### src/rtl/sad_compare.sv
// Block sum-of-absolute-differences engine.
// Streams one BLKxBLK block of the previous frame through a request/response
// port, pairs each returned word with the matching current-block RAM word,
// accumulates |cur - prev|, writes signed residuals and compares the total
// against a running best. Optional early termination stops requesting as soon
// as the partial sum can no longer win, then drains in-flight responses.
module sad_compare #(
  parameter int PIX_W = 8,
  parameter int BLK   = 16,
  parameter int PPW   = 2,
  parameter int ACC_W = 18
) (
  input  logic                              clk,
  input  logic                              reset_n,
  input  logic                              en,
  output logic                              rdy,
  input  logic                              early_term,
  input  logic [ACC_W-1:0]                  oldaccum,
  output logic [$clog2(BLK*BLK/PPW)-1:0]    baddr,
  input  logic [PPW*PIX_W-1:0]              bq,
  output logic                              mreq,
  output logic [$clog2(BLK)-1:0]            mx,
  output logic [$clog2(BLK)-1:0]            my,
  input  logic                              mwait,
  input  logic                              mvalid,
  input  logic [PPW*PIX_W-1:0]              mq,
  output logic [$clog2(BLK*BLK/PPW)-1:0]    waddr,
  output logic [PPW*(PIX_W+1)-1:0]          wdata,
  output logic                              wren,
  output logic [ACC_W-1:0]                  accum,
  output logic                              valid,
  output logic                              better,
  output logic                              aborted
);

  localparam int NW  = BLK * BLK / PPW;
  localparam int AW  = $clog2(NW);
  localparam int OW  = $clog2(BLK);
  localparam int CW  = AW + 1;
  localparam int DW  = PIX_W + 1;
  localparam int unsigned WPR = BLK / PPW;

  typedef enum logic [1:0] {IDLE, RUN, DRAIN, DONE} state_t;

  state_t                 state_reg;
  logic                   et_reg;
  logic [ACC_W-1:0]       old_reg;
  logic [ACC_W-1:0]       accum_reg;
  logic [CW-1:0]          req_cnt_reg;
  logic [CW-1:0]          rsp_cnt_reg;
  logic [CW-1:0]          outst_reg;
  logic                   aborted_reg;
  logic                   better_reg;
  logic                   valid_reg;
  logic                   wren_reg;
  logic [AW-1:0]          waddr_reg;
  logic [PPW*DW-1:0]      wdata_reg;

  logic [DW-1:0]          diff_lane [PPW];
  logic [DW-1:0]          abs_lane  [PPW];
  logic [PPW*DW-1:0]      diff_word;
  logic [ACC_W-1:0]       sad_sum;
  logic [ACC_W-1:0]       accum_next;
  logic [CW-1:0]          outst_next;
  logic                   accept;
  logic                   last_word;
  logic [AW-1:0]          req_idx;

  // Per-lane signed difference and magnitude; lane 0 sits in the LSBs.
  generate
    for (genvar gi = 0; gi < PPW; gi++) begin : g_lane
      logic [PIX_W-1:0] b_pix;
      logic [PIX_W-1:0] m_pix;
      assign b_pix = bq[gi*PIX_W +: PIX_W];
      assign m_pix = mq[gi*PIX_W +: PIX_W];
      assign diff_lane[gi] = {1'b0, b_pix} - {1'b0, m_pix};
      assign abs_lane[gi]  = diff_lane[gi][PIX_W] ? (~diff_lane[gi] + DW'(1)) : diff_lane[gi];
      assign diff_word[gi*DW +: DW] = diff_lane[gi];
    end
  endgenerate

  // Sum of absolute differences across all lanes of the current word.
  always_comb begin
    sad_sum = '0;
    for (int i = 0; i < PPW; i++) begin
      sad_sum = sad_sum + ACC_W'(abs_lane[i]);
    end
  end

  assign accum_next = accum_reg + sad_sum;
  assign mreq       = (state_reg == RUN) && (req_cnt_reg < CW'(NW));
  assign accept     = mreq && !mwait;
  assign outst_next = outst_reg + CW'(accept) - CW'(mvalid);
  assign last_word  = (rsp_cnt_reg == CW'(NW - 1));
  assign req_idx    = req_cnt_reg[AW-1:0];

  // Request coordinates follow raster order of words within the block.
  assign mx = OW'((32'(req_idx) % WPR) * PPW);
  assign my = OW'(32'(req_idx) / WPR);

  // Look one word ahead when a response lands so the registered RAM read
  // returns the current-block word that pairs with the next response.
  assign baddr = (state_reg == RUN) ? (rsp_cnt_reg[AW-1:0] + AW'(mvalid)) : '0;

  assign rdy     = (state_reg == IDLE);
  assign accum   = accum_reg;
  assign better  = better_reg;
  assign aborted = aborted_reg;
  assign valid   = valid_reg;
  assign wren    = wren_reg;
  assign waddr   = waddr_reg;
  assign wdata   = wdata_reg;

  // Control FSM with accumulator, counters and registered outputs.
  always_ff @(posedge clk or negedge reset_n) begin
    if (!reset_n) begin
      state_reg   <= IDLE;
      et_reg      <= 1'b0;
      old_reg     <= '0;
      accum_reg   <= '0;
      req_cnt_reg <= '0;
      rsp_cnt_reg <= '0;
      outst_reg   <= '0;
      aborted_reg <= 1'b0;
      better_reg  <= 1'b0;
      valid_reg   <= 1'b0;
      wren_reg    <= 1'b0;
      waddr_reg   <= '0;
      wdata_reg   <= '0;
    end else begin
      wren_reg  <= 1'b0;
      valid_reg <= 1'b0;
      case (state_reg)
        IDLE: begin
          if (en) begin
            state_reg   <= RUN;
            et_reg      <= early_term;
            old_reg     <= oldaccum;
            accum_reg   <= '0;
            req_cnt_reg <= '0;
            rsp_cnt_reg <= '0;
            outst_reg   <= '0;
            aborted_reg <= 1'b0;
            better_reg  <= 1'b0;
          end
        end
        RUN: begin
          outst_reg <= outst_next;
          if (accept) begin
            req_cnt_reg <= req_cnt_reg + CW'(1);
          end
          if (mvalid) begin
            accum_reg   <= accum_next;
            rsp_cnt_reg <= rsp_cnt_reg + CW'(1);
            wren_reg    <= 1'b1;
            waddr_reg   <= rsp_cnt_reg[AW-1:0];
            wdata_reg   <= diff_word;
            if (last_word) begin
              state_reg  <= DONE;
              valid_reg  <= 1'b1;
              better_reg <= (accum_next < old_reg);
            end else if (et_reg && (accum_next >= old_reg)) begin
              state_reg   <= DRAIN;
              aborted_reg <= 1'b1;
            end
          end
        end
        DRAIN: begin
          outst_reg <= outst_next;
          if (mvalid) begin
            rsp_cnt_reg <= rsp_cnt_reg + CW'(1);
          end
          if (outst_next == '0) begin
            state_reg <= DONE;
            valid_reg <= 1'b1;
          end
        end
        default: begin
          state_reg <= IDLE;
        end
      endcase
    end
  end

endmodule

### config.mk
export PLATFORM = sky130hd
export DESIGN_NAME = sad_compare
export DESIGN_NICKNAME = d
export VERILOG_FILES = /design/src/rtl/sad_compare.sv
export SDC_FILE = /design/constraint.sdc
export NUM_CORES = 1
export LEC_CHECK = 0
export BUFFER_PORTS_ARGS = -buffer_cell sky130_fd_sc_hd__buf_2
export CORE_MARGIN = 4
export CORE_UTILIZATION = 50
export CTS_BUF_LIST = sky130_fd_sc_hd__clkbuf_8
export DETAILED_ROUTE_END_ITERATION = 10
export PLACE_DENSITY = 0.73
export SLEW_MARGIN = 10
export SYNTH_ARGS = -nofsm -noshare
export SYNTH_HDL_FRONTEND = slang
export SYNTH_SLANG_ARGS = --single-unit
### constraint.sdc
create_clock -name clk -period 6.45 [get_ports clk]
set_clock_uncertainty 0.2 [all_clocks]
set_input_delay 0.9675 -clock clk [delete_from_list [all_inputs] [get_ports clk]]
set_output_delay 0.9675 -clock clk [all_outputs]
set_load 0.005 [all_outputs]
==> out/summary.txt <==
Mapped Nets: 837
Post-synth top cells: dfrtp_1, inv_1, ha_1
Post-synth EDFFs: 0
# diodes: 0
Synth Area per Inst: 9.28 µm²
area leader, netlist: dfrtp_1
worst hold endpoint: wdata[9]
Sum Neg Setup Slack: -0.135 ns
HP Start: wdata[9]
Row Count: 41
share of cells above drive strength 1: 32.3%
Leakage: 4.30 nW
Least-Margin Pin Slew: 1.01 ns
Critical Path Max Stage Delay: 0.54 ns
crit start category: input pin
Post-DP HPWL: 12.4 mm
gpl congestion: 0.904
Starting Density: 51.6%
Worst EP arrival: 6.61 ns
worst vdd ir: 257 µV
most frequent cell on the critical path: a21oi_2
antenna violations before repair: 0
post-synthesis cell count: 707
PortBufs: 118
vias in the first global route: 5728
First-pass DRT Iterations: 7
Slew Limit Headroom: 32.6%
FF-to-FF setup slack: 1.82 ns
fin worst setup slack: -0.0903 ns
Synth top area share: 35.1%
Tmin final: 6.54 ns
reg2reg path depth: 19
Routed WL: 16.6 mm
fin crit share: 101%
reg2reg start: accum[1]
CTS max path bufs: 2
critical path's slowest cell: fa_1
Vias: 5662
CTS sink cnt: 92
Worst-path clk slew: 0.09 ns
core area: 12700 µm²
crit path launch: bq[8]
DR vias/cell: 5.35
mean routed wirelength per cell: 15.7 µm
status: finished with violations
global-route wire length before repair: 27.0 mm
worst hold path class: reg -> reg
CTS tree: done
I/O pin cnt: 120
final cell count without fillers: 1058
CTS Buf Count: 9
most common cell in the netlist: dfrtp_1
overall power: 3.99 mW
DRT iter0 DRCs: 276
cts hold-fix bufs: 0
Max Cap Viol: 0
crit path capture type: flop
DIE AREA: 15000 µm²
ANT nets after route: 0
final net count: 1012
fmax: 153 MHz
Critical Path RT: 6.52 ns
RSZ-0062 raised after global routing: true
H-tree depth: 3
register area share after synthesis: 35.1%
failing checks: negative setup slack
Mapped Area: 6560 µm²
die width: 123 µm
Cell Count Post-Placement: 1028
top post-synthesis cells by area: dfrtp_1, ha_1, mux2_2
Pwr Density: 481 nW/µm²
ys async rst share: 100%
largest net degree at the start of global routing: 62
Yosys warnings: 0
Clock Latency Late Sink: 0.38 ns
number of remaining DRC errors: 0
gr ovfl total: 0
RR Endpoint: state_reg[0]
worst-path maximum fanout: 5
Overall Global Routing Usage: 22.4%
Seq cells post-synth: 92
Cells on Worst Hold Path: 2
final setup vio count: 2
Final Hold Fails: 0
CTS root buf: clkbuf_8
Cell variety after synth: 55
Synth Flop Type: dfrtp_1
start-to-end type of the worst setup path: in -> reg
Pins Over Slew Limit: 0
Die Y: 123 µm
area delta synth->final: 26.5%
[power breakdown]
part	internal [mW]	leakage (nW)	switching, mW
combinational	1.21	2.99	1.36
clock	0.293	0.130	0.214
sequential	0.772	1.19	0.145
[layout by cell type, fill, tap and decap left out, types with 5 or more instances in the layout]
master and count:
and3_1 5, ha_1 54, xor2_1 22, o21a_1 12, buf_4 72, clkbuf_8 9
inv_2 5, o21ai_0 44, dfrtp_1 92, mux2_2 32, a22o_1 13, nand4_1 12
buf_2 115, nor2b_1 9, a21oi_2 7, nor2_1 55, a21o_1 7, nand2_1 60
a21oi_1 24, nand3_1 17, o21bai_1 6, fa_1 10, inv_1 76, nor3_1 5
and2_1 7, ha_4 7, xnor2_1 30
[cell type report]
type | count | area, µm²
fill | 1082 | 4420
multi-input combinational | 507 | 4070
sequential | 92 | 2300
timing repair buffer | 190 | 1150
inverter | 82 | 313
tap | 172 | 215
clock inverter | 6 | 129
clock buffer | 9 | 124
[cell families (layout without fill, tap and decap cells)]
kind of cell | Yosys count | count (layout) | synth area share (%)
simple gates | 191 | 191 | 13.8
compound gates | 145 | 145 | 14.3
buf+inv | 108 | 287 | 6.75
flops | 92 | 92 | 35.1
fa+ha+maj | 74 | 74 | 15.6
xor+xnor | 57 | 57 | 7.84
mux | 39 | 39 | 6.58
other cells | 1 | 1 | 0.0572
[stage by stage]
step                      setup WS (ns)  hold slack (ns)  cell area (µm²)  util (%)
after floorplan                 -0.0973            0.249             6640         -
after global placement           -0.323            0.261             7720      60.7
after detailed placement         -0.457            0.270             7720      60.7
after CTS                      -0.00428            0.291             8110      63.7
after global routing             -0.264            0.323             8300      65.2
final                           -0.0903            0.286             8300      65.2
[worst max-delay path by stage]
stage | slack [ns] | endpoint | cells past startpoint
after floorplan | -0.1 | state_reg[0] | 29
after global routing | -0.26 | state_reg[0] | 29
after detailed placement | -0.46 | state_reg[0] | 30
final | -0.09 | state_reg[0] | 29
after CTS | -0.004 | state_reg[0] | 29
after global placement | -0.32 | state_reg[0] | 29
[timing repair]
action                     in CTS  in global routing
resized for setup              14                 26
setup endpoints to repair       2                  2
pin swaps                      25                 24
buffers inserted                8                  7
[metal layers]
metal | vias to the layer above | share of wire (%) | track usage [%]
li1 | 2755 | - | -
met1 | 2749 | 42 | 27.8
met2 | 133 | 52 | 39.4
met3 | 25 | 4.6 | 4.70
met4 | 0 | 1.7 | 6.51
met5 | - | 0 | 0
[worst max-delay path, delay by kind of cell]
kind	cells	cell delay (ns)
XOR/XNOR	1	0.14
buffers and inverters	5	0.40
AND/OR/NAND/NOR	4	1.02
multiplexers	2	0.49
AO/OA/AOI/OAI	11	1.74
adder cells (fa/ha/maj)	6	1.85
No activity file was read; power rests on OpenSTA's default activity.
